<file path="src/rtl/cpu_run_monitor.sv">
// Purpose : run controller/monitor around the cpu core: sequences core reset, counts run
//           cycles, detects halt (PC self-loop), enforces a timeout, latches pass/fail.
// Latency : all outputs registered; halt/timeout flags visible the cycle after the deciding edge.
// Backpr. : none; start is a level sampled only in IDLE and DONE, ignored elsewhere.
//
// Ports:
//   clk          rising-edge clock
//   rst          synchronous active-low reset
//   start        launch a run (IDLE or DONE only)
//   pcw          core program counter
//   result       core result bus
//   expected     golden result, compared at halt
//   cpu_rst      active-high reset to the core (high outside RUN)
//   running      high while the core is running
//   done         run finished (halt or timeout)
//   pass         finished by halt with result == expected
//   timeout      finished by cycle budget exhaustion
//   cycle_count  RUN cycles elapsed, frozen once done
//   final_result result captured on the finishing edge
module cpu_run_monitor #(
    parameter int ADDRESS_WIDTH  = 32,
    parameter int DATA_WIDTH     = 32,
    parameter int CNT_WIDTH      = 32,
    parameter int RESET_CYCLES   = 4,
    parameter int HALT_CYCLES    = 4,
    parameter int TIMEOUT_CYCLES = 1000
) (
    input  logic                     clk,
    input  logic                     rst,
    input  logic                     start,
    input  logic [ADDRESS_WIDTH-1:0] pcw,
    input  logic [DATA_WIDTH-1:0]    result,
    input  logic [DATA_WIDTH-1:0]    expected,
    output logic                     cpu_rst,
    output logic                     running,
    output logic                     done,
    output logic                     pass,
    output logic                     timeout,
    output logic [CNT_WIDTH-1:0]     cycle_count,
    output logic [DATA_WIDTH-1:0]    final_result
);

    localparam int RST_W = (RESET_CYCLES > 1) ? $clog2(RESET_CYCLES + 1) : 1;
    localparam int REP_W = $clog2(HALT_CYCLES + 1);

    localparam logic [RST_W-1:0]     RST_LAST    = RST_W'(RESET_CYCLES - 1);
    localparam logic [REP_W-1:0]     REP_HALT    = REP_W'(HALT_CYCLES);
    localparam logic [CNT_WIDTH-1:0] CNT_TIMEOUT = CNT_WIDTH'(TIMEOUT_CYCLES);

    typedef enum logic [1:0] {
        ST_IDLE  = 2'd0,
        ST_RESET = 2'd1,
        ST_RUN   = 2'd2,
        ST_DONE  = 2'd3
    } state_t;

    state_t                   state_q,        state_d;
    logic [RST_W-1:0]         rst_cnt_q,      rst_cnt_d;
    logic [REP_W-1:0]         rep_cnt_q,      rep_cnt_d;
    logic [ADDRESS_WIDTH-1:0] prev_pc_q,      prev_pc_d;
    logic [CNT_WIDTH-1:0]     cycle_count_q,  cycle_count_d;
    logic [DATA_WIDTH-1:0]    final_result_q, final_result_d;
    logic                     cpu_rst_q,      cpu_rst_d;
    logic                     running_q,      running_d;
    logic                     done_q,         done_d;
    logic                     pass_q,         pass_d;
    logic                     timeout_q,      timeout_d;

    // Next values of the run counters, used by the halt/timeout decision this cycle.
    logic [CNT_WIDTH-1:0]     cnt_next;
    logic [REP_W-1:0]         rep_next;
    logic                     halt_hit;
    logic                     timeout_hit;

    always_comb begin
        // cycle_count is cleared on entry to RESET, so zero here marks the first RUN
        // cycle, where prev_pc still holds a stale value and must not count as a repeat.
        cnt_next    = cycle_count_q + CNT_WIDTH'(1);
        rep_next    = ((pcw == prev_pc_q) && (cycle_count_q != '0)) ?
                      rep_cnt_q + REP_W'(1) : '0;
        halt_hit    = (rep_next == REP_HALT);
        timeout_hit = (cnt_next == CNT_TIMEOUT);
    end

    always_comb begin
        state_d        = state_q;
        rst_cnt_d      = rst_cnt_q;
        rep_cnt_d      = rep_cnt_q;
        prev_pc_d      = prev_pc_q;
        cycle_count_d  = cycle_count_q;
        final_result_d = final_result_q;
        cpu_rst_d      = cpu_rst_q;
        running_d      = running_q;
        done_d         = done_q;
        pass_d         = pass_q;
        timeout_d      = timeout_q;

        case (state_q)
            ST_IDLE, ST_DONE: begin
                // Core stays frozen; a finished run's flags hold until the next start.
                cpu_rst_d = 1'b1;
                running_d = 1'b0;
                if (start) begin
                    state_d       = ST_RESET;
                    rst_cnt_d     = '0;
                    rep_cnt_d     = '0;
                    cycle_count_d = '0;
                    done_d        = 1'b0;
                    pass_d        = 1'b0;
                    timeout_d     = 1'b0;
                end
            end

            ST_RESET: begin
                cpu_rst_d = 1'b1;
                running_d = 1'b0;
                if (rst_cnt_q == RST_LAST) begin
                    state_d   = ST_RUN;
                    cpu_rst_d = 1'b0;
                    running_d = 1'b1;
                end else begin
                    rst_cnt_d = rst_cnt_q + RST_W'(1);
                end
            end

            ST_RUN: begin
                cycle_count_d = cnt_next;
                prev_pc_d     = pcw;
                rep_cnt_d     = rep_next;
                // Halt takes priority over a timeout landing on the same edge.
                if (halt_hit || timeout_hit) begin
                    state_d        = ST_DONE;
                    cpu_rst_d      = 1'b1;
                    running_d      = 1'b0;
                    done_d         = 1'b1;
                    final_result_d = result;
                    pass_d         = halt_hit && (result == expected);
                    timeout_d      = !halt_hit;
                end
            end

            default: begin
                state_d   = ST_IDLE;
                cpu_rst_d = 1'b1;
                running_d = 1'b0;
            end
        endcase
    end

    always_ff @(posedge clk) begin
        if (!rst) begin
            state_q        <= ST_IDLE;
            rst_cnt_q      <= '0;
            rep_cnt_q      <= '0;
            prev_pc_q      <= '0;
            cycle_count_q  <= '0;
            final_result_q <= '0;
            cpu_rst_q      <= 1'b1;
            running_q      <= 1'b0;
            done_q         <= 1'b0;
            pass_q         <= 1'b0;
            timeout_q      <= 1'b0;
        end else begin
            state_q        <= state_d;
            rst_cnt_q      <= rst_cnt_d;
            rep_cnt_q      <= rep_cnt_d;
            prev_pc_q      <= prev_pc_d;
            cycle_count_q  <= cycle_count_d;
            final_result_q <= final_result_d;
            cpu_rst_q      <= cpu_rst_d;
            running_q      <= running_d;
            done_q         <= done_d;
            pass_q         <= pass_d;
            timeout_q      <= timeout_d;
        end
    end

    assign cpu_rst      = cpu_rst_q;
    assign running      = running_q;
    assign done         = done_q;
    assign pass         = pass_q;
    assign timeout      = timeout_q;
    assign cycle_count  = cycle_count_q;
    assign final_result = final_result_q;

endmodule

</file>
<file path="config.mk">
export PLATFORM = sky130hd
export DESIGN_NAME = cpu_run_monitor
export DESIGN_NICKNAME = d
export VERILOG_FILES = /design/src/rtl/cpu_run_monitor.sv
export SDC_FILE = /design/constraint.sdc
export NUM_CORES = 1
export LEC_CHECK = 0
export CAP_MARGIN = 40
export CELL_PAD_IN_SITES_DETAIL_PLACEMENT = 1
export CELL_PAD_IN_SITES_GLOBAL_PLACEMENT = 1
export CORE_MARGIN = 1
export CORE_UTILIZATION = 35
export DETAILED_ROUTE_END_ITERATION = 16
export PLACE_DENSITY = 0.76
export SLEW_MARGIN = 10
export SYNTH_ARGS = -nofsm -noshare
export SYNTH_HDL_FRONTEND = slang
export SYNTH_SLANG_ARGS = --single-unit
</file>
<file path="constraint.sdc">
create_clock -name clk -period 4.24 [get_ports clk]
set_input_delay 1.272 -clock clk [delete_from_list [all_inputs] [get_ports clk]]
set_output_delay 1.272 -clock clk [all_outputs]
set_load 0.02 [all_outputs]
</file>
### After elaboration in Yosys (flattened, before gate mapping)

Index checks and enable logic that the tools add are counted.

* add/subtract/negate cells: 3
* equal/unequal tests: 12
* muxes and demuxes: 23
* reductions and logical operators: 14

Operators by type and width (count)
* equality test 32 bit: 2
* one-hot mux 32 bit (2 select lines): 1
* adder 32 x 1 -> 32 bit (second input constant): 1
* equality test 32 x 10 -> 1 bit (second input constant): 1
* two-way mux 32 bit: 1
* nonzero test 32 bit: 1
* one-hot mux 3 bit (2 select lines): 2
* two-way mux 3 bit: 3
* AND reduction 3 bit: 3
* inequality test 2 bit (second input constant): 4
* two-way mux 1 bit: 7
* adder 3 x 1 -> 3 bit (second input constant): 2
* two-way mux 2 bit: 3
* one-hot mux 1 bit (2 select lines): 3
* one-hot mux 1 bit (3 select lines): 2
* one-hot mux 2 bit (3 select lines): 1
* equality test 2 bit (second input constant): 2
* AND reduction 2 bit: 2
* nonzero test 2 bit: 2
* equality test 3 x 2 -> 1 bit (second input constant): 1
* equality test 3 bit (second input constant): 1
* equality test 2 x 1 -> 1 bit (second input constant): 1
* logical AND 1 bit: 2
* zero test 2 bit: 1
* 3 further kinds: 3

* bits in registers: 109
* bits of input ports: 99
* output and inout port bits: 69
* logic and storage cells: 63

### Logic depth before layout (Yosys ltp)

Gate-level depths: netlist of run 1.

* depth in word-level cells: 7
* depth in mapped cells: 12

### Worst setup path before layout of run 1

OpenSTA, ideal clock, no wires.

* path type: reg2reg
* from: reg cycle_count_q[9], in the netlist cycle_count[9]
* to: reg final_result_q[1], in the netlist final_result[1]
* setup time: 0.132 ns
* arrival: 3.039 ns
* path slack: 1.069 ns
* cell stages (with the launch flop): 11
* path buffers: 2
* cell sequence: dfxtp_1 -> buf_2 -> nand3_1 -> or4_4 -> or4_4 -> or3b_1 -> a211oi_2 -> a31oi_1 -> buf_2 -> o21ai_1 -> a21oi_1

* cells in the longest elaborated chain, start to end: 6
* elaborated cells on any way between the ends: 8
* those cells by class: 1 x add/sub; 2 x eq/ne; 1 x mux; 4 x reduce/logical

Ends and longest elaborated chain
* start: declaration: RTL line 61 `logic [CNT_WIDTH-1:0] cycle_count_q, cycle_count_d;`
* start signal: assignment: RTL line 168 `cycle_count_q <= cycle_count_d;`
* parallel branches: the longest is 4 deep, another holds adder 32 x 1 -> 32 bit
* logical OR 1 bit (*): RTL line 131 `if (halt_hit || timeout_hit) begin`
* AND reduction 2 bit (no line) (*)
* end signal: assignment: RTL line 169 `final_result_q <= final_result_d;`
* end: declaration: RTL line 62 `logic [DATA_WIDTH-1:0] final_result_q, final_result_d;`

Mark *: on every way between the ends.
A chain may end at the register's enable or synchronous reset.

### Final worst setup path of run 1

* from: reg cycle_count_q[1], in the netlist cycle_count[1]
* to: reg pass_q, in the netlist pass

* cells in the longest elaborated chain, start to end: 7
* elaborated cells on any way between the ends: 12
* those cells by class: 1 x add/sub; 3 x eq/ne; 3 x mux; 5 x reduce/logical

Ends and longest elaborated chain
* parallel branches: the longest is 7 deep, another holds adder 32 x 1 -> 32 bit
* end signal: assignment: RTL line 173 `pass_q <= pass_d;`
* end: declaration: RTL line 66 `logic pass_q, pass_d;`

Several ways; the timed one is not identified. The select of a mux whose other input is x is not followed.

==> run summary, run 1 <==
The number of warnings reported in the yosys synthesis log is 0. Of the total synthesized cell area, the portion taken by full adders, half adders and majority gates is 0.0182. The wire length of the first global-routing pass is 33.0 mm. The number of nets in the layout is 1029. The critical path is of the flop to flop type. The post-detailed-route count of antenna-violating nets came out at 0. The total count of max-transition violations in the final report was 0. The region available for standard cell placement spans about 0.017 sq mm. The vertical die dimension is 135 um.

Buffers inserted during clock tree synthesis total 9. The post-CTS setup repair buffer count is 0. The data required time of the worst path came out at 4480 ps. Once layout is done, the placed cells without fillers occupy ~0.0084 sq mm. The post-detailed-placement cell area came out at 0.00813 sq mm.

TritonCTS built the clock tree. Relative to the synthesized area, the layout overhead comes to 36.5%. Of all flip-flops after synthesis, the portion carrying an async set or reset was 0. Dividing the final minimum period by the clock period gives 0.873. The mux share of post-synthesis cell area came out at 0.0553. Summed over all nets, the half-perimeter wirelength after detailed placement is between 15 and 20 mm. The post-synthesis average cell area came out at approximately 7.9 sq um. The max-capacitance violation count is 0. The area fraction in compound gates after synthesis is 0.177.

The kind of path behind the tightest hold check is flop to flop. The worst setup path is captured at a flop. The synthesized-area fraction occupied by xor and xnor cells came out at 0.103.

The critical path goes through ha_1 > nand4_1 > or4_1 > nor4_1 > o211ai_1 > a211oi_1 > buf_4 > a31oi_4 > buf_16 > a21oi_1 > o21ai_0. The dominant synthesized flop cell is dfxtp_1. The run finished with clean final reports. In the final layout, the share of cells above drive strength 1 is 0.0637. The port buffer count came out at 167.

Among all stages on the critical path, the largest delay is contributed by or4_1. The post-route minimum period came out at around 3700 ps. The row count came out at 48. For this block, the routed nets add up to 20.8 mm of wire.

The number of vias after detailed routing came out at roughly 6300. The leakage power total came out at roughly 2.7 nW. The first detailed-routing pass ran for 4 iterations.

Using the TritonRoute via totals, the vias-per-cell ratio works out to 5.49. Clock latency on the worst-skew pair, taken at its later pin, is 370 ps. The critical path contains buffers and inverters numbering 2 combined. The most frequent standard cell in the layout excluding fill and tap cells is clkdlybuf4s50_1.

Across every metal layer, demand over resource in global routing totals 0.230. For this run, the top clock speed supported by timing is 270 MHz. The highest cell delay on the worst timing path came out at 700 ps. The sequential cells in the finished layout cover a total of 0.00218 sq mm. The horizontal die dimension came out at 135 um. The number of antenna violations at the first check in global routing is 0.

The top cell types in the final layout, fill and taps aside, are 167 x clkdlybuf4s50_1, 109 x dfxtp_1, 74 x nor2_1, 71 x a21oi_1, 53 x nand3_1. Clock tree synthesis selected as its root buffer the cell clkbuf_16. The largest fanout of any net on the critical path is 23. The tree built by TritonCTS fans out to 109 sinks.

The net count of the mapped netlist is a little under 900. Setup repair after global routing left no endpoint under its margin. The arrival time of the worst setup path is 3940 ps. The number of standard cells after synthesis is 779.

The number of endpoints failing setup at the final stage is 0. Dividing the detail-routed wire length by the instance count gives 18.0 um. The number of global-route vias before repair came out at between 6000 and 7000. The clock tree buffer depth is 2. The hold buffer count at CTS came out at 0. The cell area after technology mapping is about 0.0062 sq mm. In this run, synthesis inferred 0 flip-flops with an integrated enable. For the pin with the worst max-slew slack, the measured transition is a little over 800 ps. The post-synthesis sequential element count is about 110. The maximum ir drop on the vdd rail came out at 0.250 mV. The area of the die is 0.0182 sq mm.

The setup TNS is 0 ps. The pin count of the biggest net entering global routing is 43. The number of hold violations in the final report is 0. The count of different cell masters after synthesis came out at 58.

The power density relative to cell area came out at 353 mW/mm^2. The number of placed I/O pins came out at 168. The final RePlAce weighted congestion is roughly 0.85. The number of remaining DRC errors is 0.

Clock-pin slew was measured on the worst setup and hold paths at about 80 ps. The DRC marker count from the first detailed-route iteration is 280. After filler insertion, the fill cell instance count of the layout stands at about 2100.

The register area share after synthesis came out at 0.353. The count of H-tree levels built during CTS came out at 3. The initial standard-cell utilization of the core is 0.357.

The footprint of the multi-input gates is 0.00368 sq mm. On the final layout, the worst clock skew is approximately 12 ps. The combinational family with the most area after synthesis is simple AND/OR/NAND/NOR gates.

The sum of overflow across all layers after global routing is 0. Post-CTS repair changed the size of 0 cells. The worst-case headroom to the max-slew limit is 0.449. Of the total synthesized cell area, the portion taken by AND, OR, NAND and NOR gates is 0.237. STA classifies the critical path startpoint as a flop. The dominant delay contributor by cell family on the critical path is simple AND/OR/NAND/NOR gates. The count of inserted antenna diode cells is 0.
## cell usage after synthesis (5+ instances only)
master | count | area share
nand2_1 | 41 | 0.025
nor4_1 | 29 | 0.029
a311oi_1 | 6 | 0.0085
nor3_1 | 25 | 0.020
and3_1 | 5 | 0.0051
o21ai_0 | 36 | 0.029
nand4_1 | 25 | 0.025
a211oi_1 | 5 | 0.0061
o21ai_1 | 32 | 0.026
mux2i_1 | 33 | 0.053
xnor2_1 | 42 | 0.060
inv_1 | 11 | 0.0067
and2_1 | 5 | 0.0051
ha_1 | 9 | 0.018
clkbuf_1 | 49 | 0.030
a22oi_1 | 5 | 0.0061
dfxtp_1 | 109 | 0.35
buf_2 | 10 | 0.0081
a21oi_1 | 71 | 0.058
xor2_1 | 31 | 0.044
nand3_1 | 53 | 0.043
nor2_1 | 74 | 0.045
a31oi_1 | 11 | 0.011
## layer usage
| layer | track usage | routed length [um] | vias up |
|---|---|---|---|
| met5 | 0 | 0 | - |
| li1 | - | - | 3105 |
| met2 | 0.387 | 10200 | 132 |
| met1 | 0.298 | 9420 | 3070 |
| met3 | 0.0458 | 977 | 16 |
| met4 | 0.0624 | 208 | 0 |
## state kept, by name (all words and copies together), names as in the netlist
signal        cells
cycle_count      32
final_result     32
running           1
rep_cnt_q         3
rst_cnt_q         3
timeout           1
pass              1
done              1
cpu_rst           1
state_q           2
prev_pc_q        32
## worst reg2reg max path: stages (launching register included)
cell and delay, ps:
dfxtp_1 500, ha_1 340, nand4_1 300, or4_1 700, nor4_1 380, o211ai_1 130, a211oi_1 280, buf_4 200
a31oi_4 210, buf_16 250, a21oi_1 180, o21ai_0 120
## cell type report
| cell class | count | area share |
|---|---|---|
| sequential | 109 | 0.259 |
| clock inverter | 7 | 0.00934 |
| timing repair buffer | 196 | 0.230 |
| multi-input combinational | 593 | 0.437 |
| clock buffer | 9 | 0.0267 |
| tap | 225 | 0.0334 |
| inverter | 12 | 0.00549 |
## path summary, 6_finish.rpt
| path | from | to | slack [ps] | cells after the start |
|---|---|---|---|---|
| worst min register to register | final_result[9] | final_result[9] | 480 | 2 |
| worst max register to register | cycle_count[1] | pass | 540 | 11 |
| worst min-delay path | final_result[9] | final_result[9] | 480 | 2 |
| worst max-delay path | cycle_count[1] | pass | 540 | 11 |
## through the flow
stage	utilization	worst slack [ps]	cells	hold slack, ps	total power, mW
finish	0.488	537	1151	480	2.98
global placement	0.468	388	1133	457	2.10
floorplan	-	1070	779	469	1.76
global route	0.488	325	1151	504	3.15
detailed placement	0.470	398	1135	474	2.13
CTS	0.488	527	1151	484	3.02
## cell families (layout without fill, tap and decap cells)
| kind of cell | after synthesis | after routing |
|---|---|---|
| AOI/OAI and AO/OA | 189 | 189 |
| xor gates and xnor gates | 73 | 73 |
| adders and majority gates | 9 | 9 |
| buffers and inverters | 77 | 224 |
| DFF | 109 | 109 |
| muxes | 34 | 34 |
| and+or+nand+nor | 288 | 288 |
## power breakdown
group	total (mW)	switching (mW)	internal (mW)
sequential	1.14	0.0520	1.09
combinational	0.966	0.558	0.408
clock	0.871	0.449	0.421
Power figures use the tool's default switching activity.
==> inputs of run 2 (changes only) <==
--- a/config.mk
+++ b/config.mk
@@ -5,7 +5,8 @@
 export SDC_FILE = /design/constraint.sdc
 export NUM_CORES = 1
 export LEC_CHECK = 0
-export CAP_MARGIN = 40
+export ABC_CLOCK_PERIOD_IN_PS = 4240
+export CAP_MARGIN = 30
 export CELL_PAD_IN_SITES_DETAIL_PLACEMENT = 1
 export CELL_PAD_IN_SITES_GLOBAL_PLACEMENT = 1
 export CORE_MARGIN = 1
==> results of run 2 <==
No change in the layout: final DEF, timing and power equal those of run 1.
==> RTL edit 1 (settings of run 1) <==
The parameter `DATA_WIDTH` goes from 32 to 64.
--- a/src/rtl/cpu_run_monitor.sv
+++ b/src/rtl/cpu_run_monitor.sv
@@ -19,7 +19,7 @@
 //   final_result result captured on the finishing edge
 module cpu_run_monitor #(
     parameter int ADDRESS_WIDTH  = 32,
-    parameter int DATA_WIDTH     = 32,
+    parameter int DATA_WIDTH     = 64,
     parameter int CNT_WIDTH      = 32,
     parameter int RESET_CYCLES   = 4,
     parameter int HALT_CYCLES    = 4,
Ports: changed (resized expected, final_result and result); port bits go from 168 to 264. The function was not compared with the original's and may differ.
==> RTL edit 1 against run 1 <==
- synthesized area increased by 27%
- routed wire length increased by 34%
- sequential cell count increased by 32
- total power increased by 31%
- utilization increased by 3.5 points
- largest power group is now the clock network
- cell count increased by 28%
- critical endpoint is now final_result[4]$_SDFFE_PN0P_
- design area increased by 36%
- worst setup slack got worse by 300 ps
- critical path type unchanged
- largest cell class unchanged
- global-route usage increased by 0.69 points
==> RTL edit 1: results (changes against run 1) <==
* Outcome: finished clean (unchanged)
* Total routing resource utilization after global routing at 23.67% (was 22.98%)
* Most frequent cells after synthesis: 172 x sky130_fd_sc_hd__nand2_1, 141 x sky130_fd_sc_hd__dfxtp_1, 98 x sky130_fd_sc_hd__mux2i_1 (was 109 x sky130_fd_sc_hd__dfxtp_1, 74 x sky130_fd_sc_hd__nor2_1, 71 x sky130_fd_sc_hd__a21oi_1)
* WL per Instance at 18.86 microns (was 18.04 microns)
* Maximum number of pins on one net before global-route repair at 133 (was 43)
* Fraction of layout instances using a drive strength above 1 at 7.699% (was 6.371%)
* Source of the critical timing path: cycle_count[9]$_SDFFE_PN0P_ (was cycle_count[1]$_SDFFE_PN0P_)
* Initial antenna violation count at 2 (was 0)
* Startpoint of the lowest-slack register-to-register path: cycle_count[9]$_SDFFE_PN0P_ (was cycle_count[1]$_SDFFE_PN0P_)
* Via count at 7646 (was 6323)
* Top cells by area, synth: sky130_fd_sc_hd__dfxtp_1 36%, sky130_fd_sc_hd__mux2i_1 13%, sky130_fd_sc_hd__nand2_1 8.3% (was sky130_fd_sc_hd__dfxtp_1 35%, sky130_fd_sc_hd__xnor2_1 6.0%, sky130_fd_sc_hd__a21oi_1 5.8%)
* Clock-pin slew on the worst setup and hold paths at 60 ps (was 80 ps)
* Clock latency at the later pin of the worst-skew pair at 430 ps (was 370 ps)
* Last element of the critical path: final_result[4]$_SDFFE_PN0P_ (was pass$_SDFFE_PN0P_)
* CP Max Fanout at 21 (was 23)
* Drt first-iter violations at 298 (was 280)
* Depth of the most critical reg-to-reg path at 10 (was 11)
* Area after DPL at 10800 sq um (was 8133 sq um)
* VDD IR-drop max at 0.2579 mV (was 0.2497 mV)
* Endpoint with the worst hold slack: final_result[13]$_SDFFE_PN0P_ (was final_result[9]$_SDFFE_PN0P_)
* Relative slew margins at 46.99% (was 44.93%)
* Arrival @ worst endpoint at 4360 ps (was 3940 ps)
* Total nets after synthesis at 1098 (was 887)
* Clock Skew at 12.23 ps (was 11.96 ps)
* Sequential area share after synthesis at 36.07% (was 35.31%)
* Number of H-tree levels at 4 (was 3)
* Worst Min Path Start: final_result[13]$_SDFFE_PN0P_ (was final_result[9]$_SDFFE_PN0P_)
* Leakage power of the design at 4.034 nW (was 2.722 nW)
* Cell with the biggest individual delay on the critical path: sky130_fd_sc_hd__or4_4 (was sky130_fd_sc_hd__or4_1)
* HPWL Detailed at 21.33 mm (was 15.52 mm)
* Final RePlAce weighted congestion at 0.8418 (was 0.8486)
* Number of buffers added by the clock tree synthesis step at 17 (was 9)
* First-pass GRT wire length at 40.96 mm (was 33.04 mm)
* Fillcell total at 2542 (was 2092)
* Number of port buffers at 263 (was 167)
* Worst hold slack at 455.8 ps (was 480.2 ps)
[RTL edit 1: final cells by class]
class	count	area (sq um)	share of cell area, %
Antenna cell	3	7.507	0.06560
Clock buffer	19	452.9	3.958
Clock inverter	13	180.2	1.574
Inverter	10	37.54	0.3280
Multi-Input combinational cell	708	4584	40.06
Sequential cell	141	2826	24.70
Tap cell	280	350.3	3.061
Timing Repair Buffer	304	3004	26.25
[RTL edit 1: cell families after synthesis]
logic type	count (synthesis)	share of synthesized area, %
compound gates	111	9.210
xor+xnor	105	11.75
fa+ha+maj	9	1.439
buf+inv	77	5.420
flops	141	36.07
mux	99	12.68
simple gates	384	23.43
[RTL edit 1: what timing repair did]
action,4_1_cts,5_1_grt
endpoints found under the setup margin,0,14
gates resized for setup,0,3
buffers inserted,0,0
[RTL edit 1: per-layer routing]
layer	routed length [microns]	up-vias	global-route usage, %
met5	0	-	0
met4	571	0	7.723
met3	1854	30	6.377
met2	13820	203	42.33
met1	11630	3651	27.12
li1	-	3762	-
[RTL edit 1: metrics by stage]
| stage | util, % | setup WS, ps | total power [mW] |
|---|---|---|---|
| final | 52.27 | 232.3 | 3.907 |
| after global placement | 49.28 | 245.1 | 2.308 |
| after floorplan | - | 499.4 | 1.968 |
| after CTS | 52.22 | 140.7 | 3.958 |
| after global routing | 52.26 | 71.52 | 4.099 |
| after detailed placement | 49.33 | 184.7 | 2.342 |
[RTL edit 1: power by group]
| group | switching (mW) | internal, mW | leakage [nW] |
|---|---|---|---|
| registers | 0.0530 | 1.39 | 1.14 |
| clock network | 0.627 | 0.971 | 0.310 |
| logic | 0.461 | 0.399 | 2.58 |
| total | 1.14 | 2.77 | 4.03 |
==> RTL edit 2 (config.mk and constraints of run 1) <==
Made on the original files. The 4 states of `state_t` get a Gray code encoding in 2 bits.
--- a/src/rtl/cpu_run_monitor.sv
+++ b/src/rtl/cpu_run_monitor.sv
@@ -48,10 +48,10 @@
     localparam logic [CNT_WIDTH-1:0] CNT_TIMEOUT = CNT_WIDTH'(TIMEOUT_CYCLES);
 
     typedef enum logic [1:0] {
-        ST_IDLE  = 2'd0,
-        ST_RESET = 2'd1,
-        ST_RUN   = 2'd2,
-        ST_DONE  = 2'd3
+        ST_IDLE  = 2'b00,
+        ST_RESET = 2'b01,
+        ST_RUN   = 2'b11,
+        ST_DONE  = 2'b10
     } state_t;
 
     state_t                   state_q,        state_d;
Formal check against the unedited RTL: same outputs for any inputs over 10 cycles, from zero or initial values and one cycle with rst low; not proved beyond that.
==> RTL edit 2 against run 1 <==
- worst setup slack better by 50 ps
- synthesized cell count down 1.4%
- design area down 3.9%
- sequential cell count unchanged
- count of clock-buffer cells in the layout up 2
- routed wire length down 8.7%
- sequential share of layout area up 1.0 points
- first-iteration DRC count up 16%
- synthesized area down 2.5%
- clock skew down 4.7 ps
- critical endpoint is now final_result[13]$_SDFFE_PN0P_
Power is not compared: it rests on default switching activity, and its combinational part moved more than twofold at a synthesized area within 25%.
==> RTL edit 2: results (changes against run 1) <==
* Final RePlAce weighted congestion at 0.8074 (was 0.8486)
* Area occupied by multi-input gates at 3546 sq um (was 3685 sq um)
* Startpoint of the lowest-slack register-to-register path: cycle_count[4]$_SDFFE_PN0P_ (was cycle_count[1]$_SDFFE_PN0P_)
* Outcome: finished clean (unchanged)
* First-pass GRT wire length at 31.02 mm (was 33.04 mm)
* Setup slack of the most critical reg-to-reg path at 590 ps (was 540 ps)
* Final net count at 1008 (was 1029)
* WL per Instance at 16.82 microns (was 18.04 microns)
* Detailed-route vias per instance at 5.237 (was 5.493)
* Depth of the most critical reg-to-reg path at 9 (was 11)
* Most frequent cells after synthesis: 169 x sky130_fd_sc_hd__nand2_1, 109 x sky130_fd_sc_hd__dfxtp_1, 66 x sky130_fd_sc_hd__a21oi_1 (was 109 x sky130_fd_sc_hd__dfxtp_1, 74 x sky130_fd_sc_hd__nor2_1, 71 x sky130_fd_sc_hd__a21oi_1)
* Cell depth of the worst hold path at 2 (unchanged)
* Drt first-iter violations at 326 (was 280)
* Via count at 5897 (was 6323)
* Top cells by area, synth: sky130_fd_sc_hd__dfxtp_1 36%, sky130_fd_sc_hd__nand2_1 11%, sky130_fd_sc_hd__xnor2_1 8.0% (was sky130_fd_sc_hd__dfxtp_1 35%, sky130_fd_sc_hd__xnor2_1 6.0%, sky130_fd_sc_hd__a21oi_1 5.8%)
* Slowest cell delay on critical path at 610 ps (was 700 ps)
* Met2 wirelength from detailed routing at 8.930 mm (was 10.16 mm)
* Cell with the biggest individual delay on the critical path: sky130_fd_sc_hd__dfxtp_1 (was sky130_fd_sc_hd__or4_1)
* Total nets after synthesis at 873 (was 887)
* Arrival @ worst endpoint at 3930 ps (was 3940 ps)
* Fraction of layout instances using a drive strength above 1 at 5.188% (was 6.371%)
* DP Cell Count at 1112 (was 1135)
* Worst reg2reg path endpoint: final_result[13]$_SDFFE_PN0P_ (was pass$_SDFFE_PN0P_)
* HPWL Detailed at 13.92 mm (was 15.52 mm)
* Via count of the first global-routing pass at 6044 (was 6304)
* Total routing resource utilization after global routing at 22.12% (was 22.98%)
* Area after DPL at 7818 sq um (was 8133 sq um)
* Clock Skew at 7.302 ps (was 11.96 ps)
* Sequential area share after synthesis at 36.21% (was 35.31%)
* Endpoint with the worst hold slack: final_result[24]$_SDFFE_PN0P_ (was final_result[9]$_SDFFE_PN0P_)
* Maximum number of pins on one net before global-route repair at 70 (was 43)
* Worst Min Path Start: final_result[24]$_SDFFE_PN0P_ (was final_result[9]$_SDFFE_PN0P_)
* Synthesized area per cell at 7.848 sq um (was 7.933 sq um)
* CP Max Fanout at 34 (was 23)
## RTL edit 2: layout make-up
type,instances,share of cell area (%)
clock buffer,11,2.994
multi-input combinational,593,43.73
timing repair buffer,180,21.91
sequential,109,26.91
clock inverter,3,0.5864
tap,220,3.395
inverter,10,0.4630
## RTL edit 2: worst reg2reg max path: cells and delay by family, from the launching register on
| kind | cells | cell delay (ps) |
|---|---|---|
| AND/OR/NAND/NOR | 4 | 1650 |
| multiplexers | 1 | 230 |
| flip-flops | 1 | 610 |
| AO/OA/AOI/OAI | 3 | 800 |
| buffers and inverters | 1 | 290 |
## RTL edit 2: cell families after synthesis
group	after synthesis	synth area share, %
AO/OA/AOI/OAI	135	13.20
XOR/XNOR	74	10.75
adder cells (fa/ha/maj)	6	1.246
buffers and inverters	66	5.024
flip-flops	109	36.21
multiplexers	34	5.647
AND/OR/NAND/NOR	344	27.92
## RTL edit 2: routing by layer
| metal | global-route usage [%] | vias up |
|---|---|---|
| li1 | - | 2935 |
| met1 | 27.85 | 2801 |
| met2 | 37.26 | 149 |
| met3 | 6.697 | 12 |
| met4 | 4.482 | 0 |
| met5 | 0 | - |
## RTL edit 2: power by group
group          total (mW)  switching [mW]  leakage [nW]  internal [mW]
clock               0.854           0.384         0.142          0.471
combinational       0.211          0.0921          1.63          0.119
sequential           1.03         0.00178         0.878           1.02
total                2.09           0.477          2.65           1.61
## RTL edit 2: how the worst max path moves through the flow
stage,start,endpoint,slack [ps]
floorplan,cycle_count[0]$_SDFFE_PN0P_,final_result[10]$_SDFFE_PN0P_,650
global placement,pcw[1],final_result[9]$_SDFFE_PN0P_,490
detailed placement,pcw[9],final_result[0]$_SDFFE_PN0P_,490
CTS,cycle_count[2]$_SDFFE_PN0P_,final_result[28]$_SDFFE_PN0P_,590
finish,cycle_count[4]$_SDFFE_PN0P_,final_result[13]$_SDFFE_PN0P_,590
global route,cycle_count[0]$_SDFFE_PN0P_,final_result[16]$_SDFFE_PN0P_,340
